===== src/rtl/sensor_frame_assembler_pkg.sv =====
// Shared types and constants for the sensor frame assembler.
// A frame is 32 link bytes packed into eight 32-bit words.
package sensor_pkg;

  localparam int FRAME_WORDS    = 8;
  localparam int BYTES_PER_WORD = 4;
  localparam int FRAME_BYTES    = FRAME_WORDS * BYTES_PER_WORD;
  localparam int BIDX_W         = 6;

  typedef enum logic [1:0] {
    IDLE    = 2'd0,
    COLLECT = 2'd1,
    GAP     = 2'd2
  } sfa_state_t;

  function automatic logic is_last_byte(input logic [BIDX_W-1:0] idx);
    return idx == BIDX_W'(FRAME_BYTES - 1);
  endfunction

endpackage


===== src/rtl/sensor_frame_assembler_word_packer.sv =====
// Staging buffer: drops each accepted byte into its word lane and tracks
// the byte index within the frame in progress.
module sensor_word_packer
  import sensor_pkg::*;
(
  input  logic                          ACLK,
  input  logic                          ARESETn,
  input  logic                          clear,
  input  logic                          accept,
  input  logic [7:0]                    data,
  output logic [FRAME_WORDS-1:0][31:0]  stage,
  output logic [BIDX_W-1:0]             byte_idx
);

  logic [FRAME_WORDS-1:0][31:0] stage_r;
  logic [BIDX_W-1:0]            idx_r;

  // Byte lane write and index advance; index wraps to 0 after the last byte.
  always_ff @(posedge ACLK) begin
    if (!ARESETn) begin
      stage_r <= '0;
      idx_r   <= '0;
    end else if (clear) begin
      stage_r <= '0;
      idx_r   <= '0;
    end else if (accept) begin
      stage_r[idx_r[4:2]][{idx_r[1:0], 3'b000} +: 8] <= data;
      idx_r <= is_last_byte(idx_r) ? '0 : idx_r + BIDX_W'(1);
    end
  end

  assign stage    = stage_r;
  assign byte_idx = idx_r;

endmodule


===== src/rtl/sensor_frame_assembler.sv =====
// Sensor link front-end: packs 32-byte runs into 8-word frames, then holds
// off the link for GAP_CYCLES cycles before taking the next byte.
module sensor_frame_assembler
  import sensor_pkg::*;
#(
  parameter int GAP_CYCLES = 4,
  parameter int CNT_W      = 16
) (
  input  logic             ACLK,
  input  logic             ARESETn,
  input  logic             sensor_en,
  input  logic             raw_valid,
  input  logic [7:0]       raw_data,
  output logic             raw_ready,
  output logic             sensor_ready,
  output logic [31:0]      sensor_out_0,
  output logic [31:0]      sensor_out_1,
  output logic [31:0]      sensor_out_2,
  output logic [31:0]      sensor_out_3,
  output logic [31:0]      sensor_out_4,
  output logic [31:0]      sensor_out_5,
  output logic [31:0]      sensor_out_6,
  output logic [31:0]      sensor_out_7,
  output logic             frame_abort,
  output logic [CNT_W-1:0] frame_cnt
);

  localparam int GAP_W    = (GAP_CYCLES > 1) ? $clog2(GAP_CYCLES) : 1;
  localparam int GAP_LAST = (GAP_CYCLES > 0) ? GAP_CYCLES - 1 : 0;
  localparam bit NO_GAP   = (GAP_CYCLES == 0);

  sfa_state_t                   state_r, state_s;
  logic [GAP_W-1:0]             gap_cnt_r, gap_cnt_s;
  logic                         accept_s, done_s, abort_s;
  logic [FRAME_WORDS-1:0][31:0] stage_s, frame_s, frame_r;
  logic [BIDX_W-1:0]            byte_idx_s;
  logic [CNT_W-1:0]             frame_cnt_r;
  logic                         sensor_ready_r, frame_abort_r;

  assign raw_ready = (state_r == COLLECT) & sensor_en;
  assign accept_s  = raw_valid & raw_ready;
  assign done_s    = accept_s & is_last_byte(byte_idx_s);

  sensor_word_packer u_packer (
    .ACLK     (ACLK),
    .ARESETn  (ARESETn),
    .clear    (abort_s),
    .accept   (accept_s),
    .data     (raw_data),
    .stage    (stage_s),
    .byte_idx (byte_idx_s)
  );

  // The final byte is still on raw_data, so splice it into word 7's top lane.
  always_comb begin
    frame_s = stage_s;
    frame_s[FRAME_WORDS-1][31:24] = raw_data;
  end

  // Next-state, gap counting and abort detection.
  always_comb begin
    state_s   = state_r;
    gap_cnt_s = gap_cnt_r;
    abort_s   = 1'b0;
    case (state_r)
      IDLE: begin
        if (sensor_en) state_s = COLLECT;
        else           state_s = IDLE;
      end
      COLLECT: begin
        if (!sensor_en) begin
          state_s = IDLE;
          abort_s = (byte_idx_s != '0);
        end else if (done_s) begin
          state_s   = NO_GAP ? COLLECT : GAP;
          gap_cnt_s = '0;
        end else begin
          state_s = COLLECT;
        end
      end
      GAP: begin
        if (!sensor_en) begin
          state_s   = IDLE;
          gap_cnt_s = '0;
        end else if (gap_cnt_r == GAP_W'(GAP_LAST)) begin
          state_s   = COLLECT;
          gap_cnt_s = '0;
        end else begin
          gap_cnt_s = gap_cnt_r + GAP_W'(1);
        end
      end
      default: begin
        state_s   = IDLE;
        gap_cnt_s = '0;
      end
    endcase
  end

  // State, output frame and status registers.
  always_ff @(posedge ACLK) begin
    if (!ARESETn) begin
      state_r        <= IDLE;
      gap_cnt_r      <= '0;
      frame_r        <= '0;
      frame_cnt_r    <= '0;
      sensor_ready_r <= 1'b0;
      frame_abort_r  <= 1'b0;
    end else begin
      state_r        <= state_s;
      gap_cnt_r      <= gap_cnt_s;
      sensor_ready_r <= done_s;
      frame_abort_r  <= abort_s;
      if (done_s) begin
        frame_r     <= frame_s;
        frame_cnt_r <= frame_cnt_r + CNT_W'(1);
      end
    end
  end

  assign sensor_ready = sensor_ready_r;
  assign frame_abort  = frame_abort_r;
  assign frame_cnt    = frame_cnt_r;
  assign sensor_out_0 = frame_r[0];
  assign sensor_out_1 = frame_r[1];
  assign sensor_out_2 = frame_r[2];
  assign sensor_out_3 = frame_r[3];
  assign sensor_out_4 = frame_r[4];
  assign sensor_out_5 = frame_r[5];
  assign sensor_out_6 = frame_r[6];
  assign sensor_out_7 = frame_r[7];

endmodule


===== config.mk =====
export PLATFORM = sky130hd
export DESIGN_NAME = sensor_frame_assembler
export DESIGN_NICKNAME = d
export VERILOG_FILES = /design/src/rtl/sensor_frame_assembler_pkg.sv /design/src/rtl/sensor_frame_assembler_word_packer.sv /design/src/rtl/sensor_frame_assembler.sv
export SDC_FILE = /design/constraint.sdc
export NUM_CORES = 1
export LEC_CHECK = 0
export ABC_AREA = 1
export CORE_UTILIZATION = 54
export CTS_CLUSTER_DIAMETER = 30
export DETAILED_ROUTE_END_ITERATION = 6
export HOLD_SLACK_MARGIN = 0.06
export PLACE_DENSITY = 0.8
export SETUP_SLACK_MARGIN = 0.5
export SKIP_CTS_REPAIR_TIMING = 1
export SKIP_LAST_GASP = 1
export SLEW_MARGIN = 20
export SYNTH_ARGS = -nofsm -noshare
export SYNTH_HDL_FRONTEND = slang
export SYNTH_SLANG_ARGS = --single-unit

===== constraint.sdc =====
create_clock -name ACLK -period 2.9 [get_ports ACLK]
set_input_delay 0.58 -clock ACLK [delete_from_list [all_inputs] [get_ports ACLK]]
set_output_delay 0.58 -clock ACLK [all_outputs]
set_load 0.01 [all_outputs]

==> metrics.txt, run 1 <==
Comb pwr share 0.018; Most used DFF post-synth dfxtp_1; internal power 14.2 mW; Tot GR Track Use 0.338; CP max stage cell clkdlybuf4s50_1; maximum vdd drop approximately 0.51 mV; Clk pwr share 0.581; WP buf/inv 2; Syn. warnings 0; Pleak 11.2 nW; Yosys top cell by area dfxtp_1; worst min-delay path category input port to flop; Crit. path cell count 4; Synth Instances 2,463; RePlAce Congestion 0.952; worst-margin pin slew 0.593 ns; Net count, final 2,824; Worst Setup End Kind output pin; number of remaining DRC errors 0; Pwr Density 703 mW/mm²; crit-path cells inv_1 -> nand2_1 -> nor2_1 -> clkdlybuf4s50_1; antenna violations before repair 0; CP Launch Type flop; r2r setup slk 0.56 ns; min Tclk post-route 2.34 ns; 1st-iter DRT viols 2,176; number of buffers added on ports about 290; Die X between 150 and 200 µm; Num Clock Sinks 532; Final WS setup 0.557 ns; pin count of the biggest net entering global routing 118; Syn Std Cell Area 0.0190 mm²; met2 wire length 28,100 µm; Switching Fraction 0.220; worst flop-to-flop path startpoint u_packer.byte_idx[1]; antenna viol nets, final 0; max-slew violations 0; crit path kind flop to output pin; FP Rows 68; register area share after synthesis 0.560; CTS H-tree lvls 3; vias per cell 5.59; status completed; worst-path maximum fanout 4; delay-heaviest family, CP buffers and inverters; switching power 4.02 mW; Worst R2R End u_packer.stage[67]; RSZ-0062 raised after global routing true; Syn Nets 2,482; DR WL/cell approximately 19 µm; root buffer cell clkbuf_16; layout cell share with drive strength beyond 1 0.116; wirelength, routed 62,700 µm; clock skew 0.0227 ns; Post-Syn Area per Cell between 7 and 8 µm²; Max-Slew Margin vs Limit 0.605; CTS buffer count 88; WP data arrival approximately 1.8 ns; Max Cap Viol 0; final setup TNS 0 ns; global-route wire length before repair between 90,000 and 100,000 µm; Max Clk Rate around 430 MHz; Die Y 190 µm; num ports ~290; top-area cell type share of the netlist area 0.560; Sequential Power Share 0.401; final hold violation count 0; number of synthesized flops with an enable pin 0; via count roughly 19k; First-pass DRT Iterations 7; clock transition at the registers of the reported paths about 0.040 ns; post-detail-place hpwl approximately 39,000 µm; critical path launch point state_r[1]; post-synthesis register bit count 532; top cells by area, synth dfxtp_1 (56%), nor2_1 (14%), nand2_1 (7.8%); synth unique cells 28; Remaining Overflow, GRT 0; Top Layer Used met4; CTS tree built; vias in the first global route 17.7k; final setup fails 0; CTS max path bufs 3; synth cell count leaders nor2_1 (699), dfxtp_1 (532), nand2_1 (394); Core Area 0.0346 mm²; WL met3 between 6000 and 7000 µm; CP endpoint raw_ready; Worst R2R Path Depth 8; initial core utilization 0.549; Layout fillers 2,377; met1 WL approximately 25,000 µm; Clk Latency, worst-skew pair about 0.6 ns; Final Cycle Share 0.808; worst slack at placement 0.306 ns; full die area ~0.036 mm²; area grow syn2layout 36.5%; Worst path max stage delay 0.56 ns; most numerous cell in the Yosys netlist nor2_1; async set-reset flop share out of synthesis 0; CP Data Required Time 2.32 ns
state kept, by name, indices dropped and copies added, names as in the netlist:
signal	count
frame_abort	1
frame_cnt	16
gap_cnt_r	2
sensor_out_0	32
sensor_out_1	32
sensor_out_2	32
sensor_out_3	32
sensor_out_4	32
sensor_out_5	32
sensor_out_6	32
sensor_out_7	32
sensor_ready	1
state_r	2
u_packer.byte_idx	6
u_packer.stage	248
final cells by class:
type	instances	area [µm²]	share of cell area
sequential	532	10700	0.410
multi-input combinational	1728	7630	0.294
clock inverter	56	657	0.0253
antenna	1	2.50	0.0000964
inverter	82	315	0.0121
clock buffer	104	2410	0.0927
timing repair buffer	373	3720	0.143
tap	455	569	0.0219
placed cells by master (no fill, tap or decap), types with 17 or more instances in the layout:
cell,instances
nor2_1,699
dfxtp_1,532
nand2_1,392
clkdlybuf4s50_1,284
o21ai_0,263
a21oi_1,189
nor3_1,92
clkbuf_16,92
buf_4,71
inv_1,49
inv_2,32
nand2_2,24
inv_6,19
nand3_1,17
nor3_2,17
worst min-delay path by stage:
stage                             start                  end  slack (ns)  cells after the start
global placement    u_packer.stage[124]  u_packer.stage[124]        0.45                      2
detailed placement  u_packer.stage[185]  u_packer.stage[185]        0.45                      2
global route                  sensor_en           state_r[0]        0.45                      3
floorplan           u_packer.stage[120]  u_packer.stage[120]        0.44                      2
finish                        sensor_en           state_r[0]        0.41                      3
CTS                             ARESETn        frame_cnt[14]        0.46                      3
layer usage:
metal	global-route usage	vias to the layer above
li1	-	8646
met1	0.442	8788
met2	0.526	1005
met3	0.0710	189
met4	0.178	0
met5	0	-
kinds of logic (layout without fill, tap and decap cells):
kind of cell	Yosys count	after routing	share of synthesized area
flip-flops	532	532	0.560
AND/OR/NAND/NOR	1263	1263	0.269
AO/OA/AOI/OAI	454	454	0.120
buffers and inverters	203	615	0.0447
XOR/XNOR	4	4	0.00184
adder cells (fa/ha/maj)	7	7	0.00460
other	0	1	0
tightest hold or removal path: cells and delay by family:
kind	cells	cell delay, ns
buffers and inverters	1	0.20
and+or+nand+nor	2	0.16
stage by stage:
stage	area [µm²]	hold WS, ns	utilization	power (mW)	cells
final	26000	0.409	0.750	18.3	3331
after global routing	26000	0.449	0.750	18.7	3330
after CTS	25900	0.464	0.747	18.3	3325
after detailed placement	22800	0.455	0.658	7.79	3165
after global placement	22800	0.448	0.658	7.79	3165
after floorplan	19000	0.441	-	7.63	2463
power by group through the flow:
stage | clock network [mW] | registers [mW] | logic (mW)
global placement | 0 | 7.48 | 0.310
floorplan | 0 | 7.48 | 0.155
CTS | 10.6 | 7.32 | 0.315
global route | 11.0 | 7.32 | 0.346
finish | 10.6 | 7.32 | 0.334
detailed placement | 0 | 7.48 | 0.313
(Power assumes the default switching activity.)
==> run 2, diff against run 1 <==
Clock period 2.9 ns to 2.5 ns, I/O delays scaled along.
==> run 2 against run 1 <==
Effect of this change:
- the flow now finishes with violations (design-rule violations)
- critical path type unchanged
- global-route usage up 0.50 points
- final area up 3.9%
- hold slack worse by 0.12 ns
- wire length up 6.8%
- largest cell class unchanged
- core utilization up 2.9 points
- non-clock buffer count up 17
- first-iteration DRC count down 0.41%
- die area unchanged
- clock power up 21%
- combinational power up 25%
- sequential share of layout area down 1.5 points
==> metrics.txt, run 2 (synthesis gave the netlist of run 1 again) <==
status finished with violations; failing checks design-rule violations; Max-Slew Margin vs Limit 0.568; Max Cap Viol 0; fin cells 3,363; maximum vdd drop 0.559 mV; post-detail-place hpwl slightly below 40,000 µm; delay-heaviest family, CP buffers and inverters; Design Area, Final 0.0270 mm²; Pwr Density 806 mW/mm²; worst-path maximum fanout 2; worst min-delay path category input port to flop; Core Area 0.0346 mm²; crit path kind flop to output pin; num ports 287; antenna viol nets, final 0; vias per cell between 5 and 6; worst-margin pin slew 0.643 ns; Pleak 15.6 nW; CTS H-tree lvls 3; Placement Cell Area 0.0228 mm²; Net count, final 2,848; Remaining Overflow, GRT 0; number of remaining DRC errors 11; Final WS setup just under 0.5 ns; Die Y approximately 190 µm; max-slew violations 0; most frequent cells in the layout nor2_1 (691), dfxtp_1 (523), nand2_1 (391); Layout fillers 2,128; min Tclk post-route 2.02 ns; CTS max path bufs 3; Largest register FFs 248; WP data arrival 1.52 ns; commonest non-fill, non-tap cell in the layout nor2_1; placed insts 3,171; ANT cells 0; Worst Setup End Kind output pin; Die X roughly 190 µm; RePlAce Congestion 0.889; via count 19.3k; 1st-iter DRT viols 2,167; Num Clock Sinks 532; clock skew 0.0203 ns; vias in the first global route 18.0k; Tot GR Track Use 0.343; CP Launch Type flop; FP Rows around 70; clock transition at the registers of the reported paths 0.05 ns; CP Data Required Time 2.00 ns; root buffer cell clkbuf_16; CP max stage cell clkdlybuf4s50_1; DR WL/cell 19.9 µm; area grow syn2layout 41.8%; global-route wire length before repair 96,400 µm; RSZ-0062 raised after global routing true; First-pass DRT Iterations 7; pin count of the biggest net entering global routing 112; CTS buffer count between 90 and 100; worst slack at placement -0.0678 ns; crit-path cells clkdlybuf4s50_1; Worst path max stage delay 0.56 ns; antenna violations before repair 0; Max Clk Rate 496 MHz; layout cell share with drive strength beyond 1 0.133; Clk Latency, worst-skew pair just over 0.6 ns; WP buf/inv 1; wirelength, routed 67,000 µm; initial core utilization 0.549; CTS tree built; Final Cycle Share 0.807; final hold violation count 0; final setup fails 0; full die area 0.0360 mm²; overall power 21.7 mW; number of buffers added on ports 286
run 2: metal layers:
metal	share of wire	vias up	global-route usage
li1	-	8698	-
met3	0.10	268	0.0718
met1	0.38	9102	0.438
met4	0.059	0	0.212
met5	0	-	0
met2	0.45	1184	0.531
run 2: path summary, 6_finish.rpt:
| check | start | end | slack, ns | depth (start not counted) |
|---|---|---|---|---|
| setup / recovery | sensor_out_2[22] | sensor_out_2[22] | 0.48 | 1 |
| hold / removal | sensor_en | state_r[0] | 0.29 | 3 |
| setup reg to reg | u_packer.byte_idx[0] | u_packer.stage[64] | 0.51 | 7 |
| hold reg to reg | u_packer.stage[225] | u_packer.stage[225] | 0.47 | 2 |
run 2: final cells by class:
cell class / instances / area [µm²] / share of cell area
Tap cell: 455 / 569 / 0.0211
Clock buffer: 113 / 2550 / 0.0947
Sequential cell: 532 / 10700 / 0.395
Timing Repair inverter: 2 / 17.5 / 0.000649
Multi-Input combinational cell: 1728 / 7710 / 0.286
Inverter: 82 / 320 / 0.0119
Clock inverter: 61 / 671 / 0.0249
Timing Repair Buffer: 390 / 4460 / 0.166
run 2: power breakdown:
part	switching, mW	internal [mW]	leakage, nW
combinational	0.299	0.117	9.72
sequential	0.00387	8.49	4.29
clock	4.69	8.14	1.55
run 2: per-stage QoR:
stage               utilization  hold slack [ns]  setup TNS, ns
floorplan                     -            0.441              0
global placement          0.660            0.449        -0.0557
detailed placement        0.660            0.455         -0.811
CTS                       0.753            0.291              0
global route              0.779            0.311              0
finish                    0.779            0.292              0
==> run 3, diff against run 2 <==
Settings changed: CORE_UTILIZATION 54 to 48, PLACE_DENSITY 0.8 to 0.75.
Clock period 2.5 ns to 1.79 ns, I/O delays scaled along.
==> run 3 against run 2 <==
Effect of this change:
- the flow finishes with violations (negative setup slack)
- non-clock buffer count up 75
- wire length up 1.4%
- critical path depth up 9
- count of clock-buffer cells in the layout up 8
- worst setup slack worse by 0.52 ns
- critical endpoint is now sensor_out_3[6]
==> metrics.txt, run 3 (synthesis gave the netlist of run 1 again) <==
Clk pwr share 0.592; Max Clk Rate about 550 MHz; vias in the first global route 18.2k; switching power 6.85 mW; global-route wire length before repair 99,400 µm; Clk Latency, worst-skew pair 0.63 ns; worst-path maximum fanout between 40 and 50; Placement Cell Area approximately 0.024 mm²; Switching Fraction 0.222; area grow syn2layout 54.4%; Die X 201 µm; antenna violations before repair 0; First-pass DRT Iterations 5; ANT cells 0; status finished with violations; RSZ-0062 raised after global routing true; clock skew between 0.03 and 0.04 ns; Remaining Overflow, GRT 0; Num Clock Sinks 532; Max Cap Viol 0; final setup TNS -0.0551 ns; internal power between 20 and 25 mW; DR WL/cell 19.4 µm; overall power slightly above 30 mW; most frequent cells in the layout nor2_1 (670), dfxtp_1 (486), nand2_1 (357); full die area 0.0404 mm²; number of buffers added on ports approximately 290; final setup fails 2; CP Launch Type flop; CTS max path bufs 3; worst slack at placement -0.357 ns; num ports 287; via count ~19k; CP Data Required Time 2.34 ns; Max-Slew Margin vs Limit 0.666; failing checks negative setup slack; CTS H-tree lvls 3; Final Cycle Share 1.02; CTS tree built; worst hold endpoint sensor_out_6[31]; antenna viol nets, final 0; number of remaining DRC errors 0; Worst Hold Path Cells 3; CTS buffer count 95; root buffer cell clkbuf_16; Pwr Density 1050 mW/mm²; commonest non-fill, non-tap cell in the layout nor2_1; Worst R2R Path Depth 10; WP data arrival between 2 and 2.5 ns; Design Area, Final 0.0294 mm²; Tot GR Track Use 0.314; Core Area 0.0388 mm²; crit path kind flop to flop; worst flop-to-flop path startpoint u_packer.byte_idx[0]; Worst Setup End Kind flop; clock transition at the registers of the reported paths 0.05 ns; worst min-delay path category input port to flop; Sequential Power Share 0.383; hold_sp ARESETn; FP Rows between 70 and 80; max-slew violations 0; Die Y between 200 and 250 µm; maximum vdd drop 0.956 mV; r2r setup slk -0.04 ns; min Tclk post-route 1.83 ns; Pleak 16.7 nW; Final WS setup -0.0415 ns; initial core utilization 0.490; Worst R2R End sensor_out_3[6]; pin count of the biggest net entering global routing between 80 and 90; Largest register FFs ~250; worst-margin pin slew 0.500 ns; vias per cell 5.41; Comb pwr share 0.025; wirelength, routed a little under 70,000 µm; final hold violation count 0; layout cell share with drive strength beyond 1 0.220; Net count, final 2,925; 1st-iter DRT viols 1,689; RePlAce Congestion 0.924; post-detail-place hpwl 43,200 µm
## run 3: cell count changes in the layout (fill, tap and decap cells not counted), sizes merged
cell	delta
dlymetal6s2s	+9
clkbuf	+11
bufinv	+4
buf	+114
inv	-12
clkdlybuf4s50	-51
clkinvlp	+2
## run 3: worst max-delay path: stages, from the launching register on
cell	delay, ns
dfxtp_4	0.42
ha_4	0.17
nand2_4	0.05
inv_2	0.07
nand2_4	0.05
nor2_4	0.13
buf_12	0.19
buf_12	0.13
clkbuf_16	0.22
o21ai_0	0.15
nor2_1	0.15
## run 3: layer usage
| layer | up-vias | global-route usage | share of wire |
|---|---|---|---|
| met5 | - | 0 | 0 |
| met4 | 0 | 0.153 | 0.042 |
| met3 | 160 | 0.0661 | 0.086 |
| met2 | 881 | 0.515 | 0.47 |
| met1 | 9054 | 0.391 | 0.40 |
| li1 | 8866 | - | - |
## run 3: through the flow
| step | util | hold WS, ns | instances |
|---|---|---|---|
| 3_5_place_dp | 0.627 | 0.452 | 3310 |
| 4_1_cts | 0.712 | 0.112 | 3486 |
| 2_1_floorplan | - | 0.441 | 2463 |
| 5_1_grt | 0.756 | 0.135 | 3503 |
| 6_report | 0.756 | 0.125 | 3503 |
| 3_3_place_gp | 0.627 | 0.451 | 3310 |
## run 3: cell type report
cell class | instances | area (µm²)
fillers | 2579 | 9470
well taps | 518 | 648
flip-flops and latches | 532 | 10800
clock inverters | 55 | 691
multi-input cells | 1728 | 8530
repair inverters | 2 | 22.5
clock buffers | 121 | 2610
inverters | 82 | 362
repair buffers | 465 | 5730
## run 3: worst max-delay path by stage
stage,start,to,cells past startpoint
final,u_packer.byte_idx[0],sensor_out_3[6],10
after detailed placement,sensor_en,u_packer.stage[234],9
after CTS,state_r[1],raw_ready,4
after global placement,sensor_en,sensor_out_3[3],8
after global routing,u_packer.byte_idx[0],sensor_out_3[6],10
after floorplan,u_packer.byte_idx[0],u_packer.stage[45],8
## run 3: power by group through the flow
stage | logic [mW] | clock network, mW | registers (mW)
floorplan | 0.331 | 0 | 12.1
global placement | 0.631 | 0 | 12.1
detailed placement | 0.639 | 0 | 12.1
CTS | 0.645 | 18.3 | 11.9
global route | 0.800 | 19.0 | 11.8
finish | 0.775 | 18.3 | 11.8
